$ cat src/rtl/fifo_upsize_pkg.sv
// ============================================================================
// Module      : fifo_upsize_pkg
// Description : Default geometry shared by the byte-to-word upsizing FIFO.
// Revision    : 1.0
// ============================================================================
`default_nettype none

package fifo_upsize_pkg;

    localparam int C_DEFAULT_DATA_WIDTH = 8;
    localparam int C_DEFAULT_ADDR_WIDTH = 3;

endpackage : fifo_upsize_pkg

`default_nettype wire

$ cat src/rtl/fifo_upsize_ctrl.sv
// ============================================================================
// Module      : fifo_upsize_ctrl
// Description : Pointer, byte-count and flag control for the upsizing FIFO.
// Revision    : 1.0
// ============================================================================
`default_nettype none

module fifo_upsize_ctrl
    import fifo_upsize_pkg::*;
#(
    parameter int ADDR_WIDTH = C_DEFAULT_ADDR_WIDTH
) (
    input  logic                  clk,
    input  logic                  reset,
    input  logic                  wr,
    input  logic                  rd,
    output logic [ADDR_WIDTH-1:0] w_addr,
    output logic [ADDR_WIDTH-2:0] r_addr,
    output logic                  wr_en,
    output logic                  full,
    output logic                  empty
);

    localparam logic [ADDR_WIDTH:0]   C_CNT_ONE  = (ADDR_WIDTH+1)'(1);
    localparam logic [ADDR_WIDTH:0]   C_CNT_TWO  = (ADDR_WIDTH+1)'(2);
    localparam logic [ADDR_WIDTH:0]   C_CNT_FULL = {1'b1, {ADDR_WIDTH{1'b0}}};
    localparam logic [ADDR_WIDTH-1:0] C_WPTR_ONE = ADDR_WIDTH'(1);
    localparam logic [ADDR_WIDTH-2:0] C_RPTR_ONE = (ADDR_WIDTH-1)'(1);

    logic [ADDR_WIDTH-1:0] w_ptr;
    logic [ADDR_WIDTH-2:0] r_ptr;
    logic [ADDR_WIDTH:0]   cnt;
    logic [ADDR_WIDTH:0]   cnt_next;
    logic                  rd_acc;
    logic                  wr_acc;

    assign full   = (cnt == C_CNT_FULL);
    assign empty  = (cnt < C_CNT_TWO);

    // A full FIFO still takes a byte when a word leaves in the same cycle.
    assign rd_acc = rd & ~empty;
    assign wr_acc = wr & (~full | rd_acc);

    assign w_addr = w_ptr;
    assign r_addr = r_ptr;
    assign wr_en  = wr_acc;

    always_comb begin
        cnt_next = cnt;
        case ({wr_acc, rd_acc})
            2'b10:   cnt_next = cnt + C_CNT_ONE;
            2'b01:   cnt_next = cnt - C_CNT_TWO;
            2'b11:   cnt_next = cnt - C_CNT_ONE;
            default: cnt_next = cnt;
        endcase
    end

    always_ff @(posedge clk) begin
        if (reset) begin
            w_ptr <= '0;
            r_ptr <= '0;
            cnt   <= '0;
        end else begin
            if (wr_acc) begin
                w_ptr <= w_ptr + C_WPTR_ONE;
            end
            if (rd_acc) begin
                r_ptr <= r_ptr + C_RPTR_ONE;
            end
            cnt <= cnt_next;
        end
    end

endmodule : fifo_upsize_ctrl

`default_nettype wire

$ cat src/rtl/fifo_upsize.sv
// ============================================================================
// Module      : fifo_upsize
// Description : FWFT FIFO packing pairs of written bytes into read words.
// Revision    : 1.0
// ============================================================================
`default_nettype none

module fifo_upsize
    import fifo_upsize_pkg::*;
#(
    parameter int DATA_WIDTH = C_DEFAULT_DATA_WIDTH,
    parameter int ADDR_WIDTH = C_DEFAULT_ADDR_WIDTH
) (
    input  logic                    clk,
    input  logic                    reset,
    input  logic                    wr,
    input  logic [DATA_WIDTH-1:0]   w_data,
    input  logic                    rd,
    output logic [2*DATA_WIDTH-1:0] r_data,
    output logic                    full,
    output logic                    empty
);

    localparam int C_DEPTH = 2**ADDR_WIDTH;

    logic [DATA_WIDTH-1:0] storage [C_DEPTH];
    logic [ADDR_WIDTH-1:0] w_addr;
    logic [ADDR_WIDTH-2:0] r_addr;
    logic                  wr_en;

    fifo_upsize_ctrl #(
        .ADDR_WIDTH (ADDR_WIDTH)
    ) u_ctrl (
        .clk    (clk),
        .reset  (reset),
        .wr     (wr),
        .rd     (rd),
        .w_addr (w_addr),
        .r_addr (r_addr),
        .wr_en  (wr_en),
        .full   (full),
        .empty  (empty)
    );

    always_ff @(posedge clk) begin
        if (reset) begin
            for (int i = 0; i < C_DEPTH; i++) begin
                storage[i] <= '0;
            end
        end else if (wr_en) begin
            storage[w_addr] <= w_data;
        end
    end

    // Even slot holds the older byte, so it lands in the upper half.
    assign r_data = {storage[{r_addr, 1'b0}], storage[{r_addr, 1'b1}]};

endmodule : fifo_upsize

`default_nettype wire

$ cat config.mk
export PLATFORM = sky130hd
export DESIGN_NAME = fifo_upsize
export DESIGN_NICKNAME = d
export VERILOG_FILES = /design/src/rtl/fifo_upsize_pkg.sv /design/src/rtl/fifo_upsize_ctrl.sv /design/src/rtl/fifo_upsize.sv
export SDC_FILE = /design/constraint.sdc
export NUM_CORES = 1
export LEC_CHECK = 0
export CORE_MARGIN = 8
export CORE_UTILIZATION = 52
export CTS_CLUSTER_SIZE = 16
export DETAILED_ROUTE_END_ITERATION = 8
export PLACE_DENSITY_LB_ADDON = 0.3
export SLEW_MARGIN = 10
export SYNTH_ARGS = -nofsm -noshare
export SYNTH_HDL_FRONTEND = slang
export SYNTH_SLANG_ARGS = --single-unit
export TNS_END_PERCENT = 100
$ cat constraint.sdc
create_clock -name clk -period 2.18 [get_ports clk]
set_clock_uncertainty 0.05 [all_clocks]
set_input_delay 0.327 -clock clk [delete_from_list [all_inputs] [get_ports clk]]
set_output_delay 0.327 -clock clk [all_outputs]
set_load 0.02 [all_outputs]
Yosys cells after proc, flatten, opt, wreduce, memory -nomap -nowiden
Memory sizes are Yosys's and may differ from the RTL's. A register that Yosys moved wholly into a read port is not among the register bits.
Index checks and enable logic that the tools add are counted.
W data, S select, Z words.

cells by class
  $add $sub $neg = 5
  multipliers = 0
  divide/modulo/power cells = 0
  magnitude comparators = 1
  equality and inequality tests = 4
  shift operators = 0
  muxes and demuxes = 13
  bitwise operators = 5
  reduce and logical (&&, ||, !) cells = 2

operators with widths
  operator               count
  $mux W3                5
  $pmux W4 S3            1
  $mux W8                1
  $reduce_or A8 Y1       1
  $mux W1                6
  $add A4 B1 Y4 const B  1
  $eq A2 B2 Y1 const B   2
  $eq A4 B4 Y1 const B   1
  $lt A4 B2 Y1 const B   1
  $sub A4 B1 Y4 const B  1
  $sub A4 B2 Y4 const B  1
  $add A3 B1 Y3 const B  1
  $reduce_bool A3 Y1     1
  $add A2 B1 Y2 const B  1
  $and A1 B1 Y1          2
  $eq A2 B1 Y1 const B   1
  $not A1 Y1             2
  $or A1 B1 Y1           1

storage, ports and cells
  register bits after elaboration = 9
  latch bits = 0
  memory bits (writable) = 64
  ROM bits = 0
  input port bits = 12
  output and inout port bits = 18
  word-level logic and storage cells = 34
  memories kept = 1

memories
  name     words  bits a word  rd ports  clocked after memory_dff  wr ports  line               RTL
  storage  8      8            2         2                         8         fifo_upsize.sv:26  logic [DATA_WIDTH-1:0] storage [C_DEPTH];

Depth between registers and ports, before layout
Gate-level depths: netlist of run 1.

  depth after elaboration = 10
  mapped depth = 8
  gate-level depth less buffers = 8

Hierarchy
Synthesis of run 1 repeated with hierarchy kept, for this count alone.

second synthesis, totals
  cell total of the unflattened synthesis = 255
  area total of the unflattened synthesis = 3424.5 µm²

by module, submodules not included
  module            instances  cells each  area an instance (µm²)  sequential area each (µm²)
  fifo_upsize       1          189         2846.5                  1921.8
  fifo_upsize_ctrl  1          66          578.1                   180.2

Worst setup path after synthesis of run 1
No wires, ideal clock.

  path type = register to register
  from = register u_ctrl.cnt[1]
  to = register u_ctrl.cnt[3]
  library setup time = 0.121 ns
  arrival time = 1.928 ns
  required time = 2.009 ns
  slack = 0.081 ns
  cell stages (with the launch flop) = 9
  buffers on the path = 0
  clock period less this slack = 2.099 ns
  cell sequence = dfxtp_1 -> o31a_1 -> nand2_1 -> inv_1 -> ha_1 -> nand3_1 -> a31oi_1 -> a2bb2oi_1 -> mux2_2

between the ends
  longest elaborated chain between the ends = 7
  elaborated cells between the ends (all ways) = 15
  classes of those cells = add/sub (3); order compare (1); eq/ne (4); mux (1); bitwise (5); reduce/logical (1)

RTL lines
  element                                                   line                    RTL
  start, declared                                           fifo_upsize_ctrl.sv:32  logic [ADDR_WIDTH:0] cnt;
  start signal, assigned                                    fifo_upsize_ctrl.sv:70  cnt <= cnt_next;
  $lt A4 B2 Y1                                              fifo_upsize_ctrl.sv:38  assign empty = (cnt < C_CNT_TWO);
  $not A1 Y1                                                fifo_upsize_ctrl.sv:41  assign rd_acc = rd & ~empty;
  $and A1 B1 Y1                                             fifo_upsize_ctrl.sv:41
  $or A1 B1 Y1                                              fifo_upsize_ctrl.sv:42  assign wr_acc = wr & (~full | rd_acc);
  $and A1 B1 Y1                                             fifo_upsize_ctrl.sv:42
  $eq A2 B2 Y1 / $eq A2 B1 Y1 (equally long branches)       fifo_upsize_ctrl.sv:50  case ({wr_acc, rd_acc})
  $pmux W4 S3 / $reduce_bool A3 Y1 (equally long branches)  --

Parallel ways exist; a longest one is shown, timed or not.
A chain may end at the register's enable or synchronous reset.

Worst setup path after layout of run 1
  from = register u_ctrl.cnt[3]
  to = register u_ctrl.cnt[3]

Same word-level chain as after synthesis.

==> results of run 1 <==
[layout make-up]
cell class,count,area share [%]
timing repair buffer,53,11.7
sequential,75,50.8
clock inverter,7,2.72
inverter,6,0.533
multi-input combinational,148,29.1
tap,77,2.28
clock buffer,9,2.93
[per-layer routing]
layer,share of wire [%],vias to the layer above
met5,0,-
met4,1.9,0
met3,4.2,12
met2,51,42
met1,43,991
li1,-,981
[placed cells by master, fill, tap and decap left out, types with 2 or more instances in the layout]
master and instances:
ha_1 4, xor2_1 2, bufinv_16 3, dfxtp_1 9, a21oi_1 4, buf_4 21
mux2_2 2, xnor2_1 3, inv_1 6, clkbuf_8 9, mux4_2 16, or2_2 4
dlygate4sd2_1 16, o21ai_0 4, nor3_1 6, and2_1 64, nand3_1 2, clkdlybuf4s50_1 12
edfxtp_1 64, clkinv_1 2, nand2_1 5, nor2b_1 2, buf_12 2, nor2_1 15
[cell families after synthesis]
| family | after synthesis | share of synthesized area, % |
|---|---|---|
| compound gates | 19 | 4.36 |
| flops | 75 | 62.7 |
| xor+xnor | 5 | 1.28 |
| fa+ha+maj | 5 | 2.05 |
| mux | 18 | 11.2 |
| buf+inv | 13 | 1.50 |
| simple gates | 101 | 16.9 |
[timing repair]
item,CTS,global route
cloned,0,1
resized for setup,17,6
endpoints found under the hold margin,0,0
setup endpoints to repair,17,18
pin swaps,0,1
[where the power goes]
part	total (mW)	internal [mW]	leakage, nW	switching [mW]
registers	1.75	1.68	0.754	0.0765
logic	1.20	0.609	0.766	0.588
clock network	1.28	0.759	0.119	0.520
[registers in the layout, summed over array words and instances, names as in the netlist, named ones only]
| register | cells |
|---|---|
| storage | 64 |
| u_ctrl.r_addr | 2 |
| u_ctrl.w_addr | 3 |
| u_ctrl.cnt | 4 |
[worst register-to-register path, cell delays in order (launching register included)]
cell	delay, ns
dfxtp_2	0.35
o31a_1	0.33
nand2_2	0.10
inv_1	0.06
ha_1	0.31
a21oi_1	0.21
a21oi_1	0.12
a2bb2oi_2	0.15
mux2_2	0.34
[through the flow]
stage	hold WS, ns	power, mW
final	0.490	4.23
after detailed placement	0.471	3.01
after CTS	0.492	4.20
after global placement	0.465	2.99
after floorplan	0.435	2.50
after global routing	0.524	4.43
[worst max-delay path by stage]
stage	slack, ns	end
2_1_floorplan	0.08	u_ctrl.cnt[3]$_SDFFE_PP0P_
3_3_place_gp	-0.12	u_ctrl.cnt[3]$_SDFFE_PP0P_
3_5_place_dp	-0.20	u_ctrl.cnt[3]$_SDFFE_PP0P_
4_1_cts	0.002	r_data[5]
5_1_grt	-0.03	u_ctrl.cnt[3]$_SDFFE_PP0P_
6_report	0.06	u_ctrl.cnt[3]$_SDFFE_PP0P_
==> results.tsv, run 1 <==
metric	value	unit
outcome	completed	
synth_top_area_cell	edfxtp_1	
finalNetCount	310	
crit_fanout	6	
pin_count	30	
cp_top_family	compound AO/OA/AOI/OAI gates	
cts_tree	done	
r2r_setup_slack	0.06	ns
start_util	53.8	%
grt_antenna_before_repair	0	
synth_cells	236	
netlist_area	3420	um^2
critical_path_class	register to register	
clockBufferDepth	2	
cp.buffers_inverters	1	
crit_arrival	2.31	ns
yosys_register_bits	75	
dp_cells	358	
cap_violations	0	
placementRows	29	
synth_edf_count	64	
yosysUniqueCellTypes	33	
period_needed	2.12	ns
slew_headroom	62.6	%
final_core_utilization	66.6	%
dieArea	9420	um^2
cts_sinks	75	
tightest_slew	0.559	ns
leakagePower	1.64	nW
final_area	4230	um^2
drtIter0Drc	133	
hold_viol	0	
synth_seq_area_share	62.7	%
cts_setup_buffers	0	
critPathMaxStageDelay	0.35	ns
synth_warnings	0	
dp_slack	-0.200	ns
route.detailed.drc	0	
grt_pass1_vias	2166	
grt_overflow	0	
synth-main-ff-cell	edfxtp_1	
peakVddDrop	0.000747	V
startpoint_type	register	
cp.required	2.37	ns
cts.clk_slew.worst_paths	0.08	ns
areaGrowthSynthToFinish	23.8	%
ant_nets	0	
min_path_cells	2	
grt_busiest_layer	met2	
crit_path_end_kind	register	
htree_levels	3	
core-area	6350	um^2
io_buffers	29	
syn_nets	253	
r2r-end	u_ctrl.cnt[3]$_SDFFE_PP0P_	
synth_async_sr_flop_share	0	%
root_buffer	clkbuf_8	
multi_input_area	1230	um^2
cp_cell_sequence	o31a_1 > nand2_2 > inv_1 > ha_1 > a21oi_1 > a21oi_1 > a2bb2oi_2 > mux2_2	
grt_use_met3	4.48	%
use_met1	18.2	%
instances_no_fill	375	
cp_common_cell	a21oi_1	
max_freq	473	MHz
grt_max_degree	17	
synth_top_area_share	56.3	%
ff_latch_area	2150	um^2
rr_worst_depth	8	
setup_viol	0	
synth.avg_cell_area	14.5	um^2
setup_tns	0	ns
hold_start	u_ctrl.w_addr[1]$_SDFFE_PP0P_	
die_width	97.1	um
fp.dieH	97.1	um
power_density	1000	nW/um^2
layout-drive-gt1-share	22.8	%
gp_congestion	0.807	
critPathLaunch	u_ctrl.cnt[3]$_SDFFE_PP0P_	
hold_buffers	0	
antenna_cells	0	
cp.depth	8	
ys_top_cells_by_area	edfxtp_1, and2_1, mux4_2	
post-route-period-util	97.0	%
worst_slack	0.0648	ns
fillers	471	
synthTopCellsByCount	and2_1, edfxtp_1, mux4_2	
hpwl	4400	um
via_per_inst	5.40	
grt_use_total	15.1	%
worstHoldEndpoint	u_ctrl.w_addr[1]$_SDFFE_PP0P_	
clk_latency	0.35	ns
routed_wl	6810	um
use_met2	24.2	%
hp-class	register to register	
vias	2026	
reg2reg_from	u_ctrl.cnt[3]$_SDFFE_PP0P_	
drv_slew	0	
post_dp_cell_area	3970	um^2
wire_per_inst	18.1	um
grt_pass1_wl	11200	um
firstDrtPassIters	5	
worst_path_max_delay_cell	dfxtp_2	
cts_buffers	9	
Power figures use the tool's default switching activity.
==> run 2: changes to the inputs <==
--- a/config.mk
+++ b/config.mk
@@ -9,8 +9,7 @@
 export CORE_UTILIZATION = 52
 export CTS_CLUSTER_SIZE = 16
 export DETAILED_ROUTE_END_ITERATION = 8
-export PLACE_DENSITY_LB_ADDON = 0.3
-export SLEW_MARGIN = 10
+export PLACE_DENSITY = 0.76
 export SYNTH_ARGS = -nofsm -noshare
 export SYNTH_HDL_FRONTEND = slang
 export SYNTH_SLANG_ARGS = --single-unit
==> run 2 against run 1 <==
  * Power fell by 5.5%
  * Cell area fell by 0.89%
  * Non-clock buffer count did not move
  * Count of clock-buffer cells in the layout did not move
  * Routed wire length fell by 0.59%
  * Critical path type is now register to output pin
==> results.tsv, run 2 (synthesis results as in run 1) <==
metric	value	unit	change
outcome	completed		
clk_latency	0.34	ns	about the same
gp_congestion	0.815		+1.0%
routed_wl	6770	um	-0.59%
cts_sinks	75		unchanged
r2r_setup_slack	0.14	ns	+0.08 ns
drtIter0Drc	118		-11%
critical_path_class	register to output pin		
grt_overflow	0		unchanged
htree_levels	3		unchanged
start_util	53.8	%	unchanged
grt_antenna_before_repair	0		unchanged
ant_nets	0		unchanged
leakagePower	1.61	nW	-2.0%
areaGrowthSynthToFinish	22.7	%	
finalPower	4.00	mW	-5.5%
final_cell_mix	and2_1, edfxtp_1, buf_4		
max_freq	480	MHz	+1.5%
placementRows	29		unchanged
drv_slew	0		unchanged
setup_viol	0		unchanged
instances_no_fill	375		unchanged
finalNetCount	310		unchanged
cap_violations	0		unchanged
wire_per_inst	18.0	um	-0.59%
cp_top_family	buffers and inverters		
grt_pass1_vias	2115		-2.4%
clockBufferDepth	2		unchanged
cts_buffers	9		unchanged
fp.dieH	97.1	um	unchanged
crit_arrival	1.71	ns	-0.60 ns
vias	2057		+1.5%
largest_reg_flops	64		unchanged
pin_count	30		unchanged
via_per_inst	5.49		+1.5%
grt_max_degree	17		unchanged
cp_cell_sequence	clkbuf_16 > mux4_2 > dlygate4sd2_1		
cp.required	1.80	ns	-0.57 ns
crit_fanout	8		+2
hpwl	4500	um	+2.2%
power_density	953	nW/um^2	-4.7%
slew_headroom	67.3	%	+4.7 points
cp.buffers_inverters	2		+1
firstDrtPassIters	4		-1
hold_start	u_ctrl.w_addr[1]$_SDFFE_PP0P_		
route.detailed.drc	0		unchanged
layout-drive-gt1-share	22.8	%	unchanged
cp.depth	3		-5
min_path_cells	2		unchanged
rr_worst_depth	8		unchanged
post_dp_cell_area	3970	um^2	unchanged
worst_path_max_delay_cell	mux4_2		
tightest_slew	0.489	ns	-0.0697 ns
reg2reg_from	u_ctrl.cnt[3]$_SDFFE_PP0P_		
hold_viol	0		unchanged
final_core_utilization	66.0	%	-0.59 points
core-area	6350	um^2	unchanged
period_needed	2.08	ns	-0.0308 ns
final_area	4190	um^2	-0.89%
hold_ws	0.472	ns	-0.0176 ns
post-route-period-util	95.6	%	-1.4 points
dp_cells	358		unchanged
io_buffers	29		unchanged
hp-class	register to register		
hold_buffers	0		unchanged
regMostFlops	storage		
critPathMaxStageDelay	0.48	ns	+0.13 ns
cts.clk_slew.worst_paths	0.07	ns	about the same
grt_use_total	14.6	%	-0.47 points
antenna_cells	0		unchanged
root_buffer	clkbuf_8		
cts_tree	done		
crit_path_end_kind	output pin		
grt_pass1_wl	10800	um	-3.3%
startpoint_type	register		
peakVddDrop	0.000585	V	-22%
dieArea	9420	um^2	unchanged
die_width	97.1	um	unchanged
==> run 2: final timing paths <==
path | end
max | r_data[9]
min | u_ctrl.w_addr[1]$_SDFFE_PP0P_
min reg2reg | u_ctrl.w_addr[1]$_SDFFE_PP0P_
max reg2reg | u_ctrl.cnt[3]$_SDFFE_PP0P_
==> run 2: where the power goes <==
group | switching, mW | internal, mW
combinational | 0.592 | 0.618
sequential | 0.0754 | 1.68
clock | 0.510 | 0.523
==> run 2: final cells by class <==
cell class / instances / area (um^2)
inverter: 6 / 22.5
clock inverter: 7 / 66.3
fill: 439 / 2160
timing repair buffer: 53 / 494
clock buffer: 9 / 124
multi-input combinational: 148 / 1240
sequential: 75 / 2150
tap: 77 / 96.3
==> run 2: metal layers <==
layer	GRT usage [%]	part of all wire [%]	up-vias
met5	0	0	-
met4	5.92	2.2	0
met3	4.91	6.1	13
met2	24.0	50	58
met1	17.2	42	1008
li1	-	-	978
==> run 2: worst register-to-register path, delay by kind of cell (launching register included) <==
| family | cells | cell delay [ns] |
|---|---|---|
| mux | 1 | 0.34 |
| fa+ha+maj | 1 | 0.28 |
| simple gates | 1 | 0.09 |
| flops | 1 | 0.34 |
| buf+inv | 1 | 0.08 |
| compound gates | 4 | 0.74 |
==> run 2: repair_timing <==
action,in CTS,in global routing
endpoints found under the setup margin,17,17
cloned,0,1
endpoints found under the hold margin,0,0
pin swaps,0,1
resized for setup,17,7
setup buffers,0,0
==> run 2: through the flow <==
stage                 TNS, ns  setup WS (ns)
floorplan                   0         0.0809
global placement       -0.119        -0.0953
detailed placement     -0.276         -0.172
CTS                         0        0.00949
global route        -0.000489      -0.000489
finish                      0         0.0956
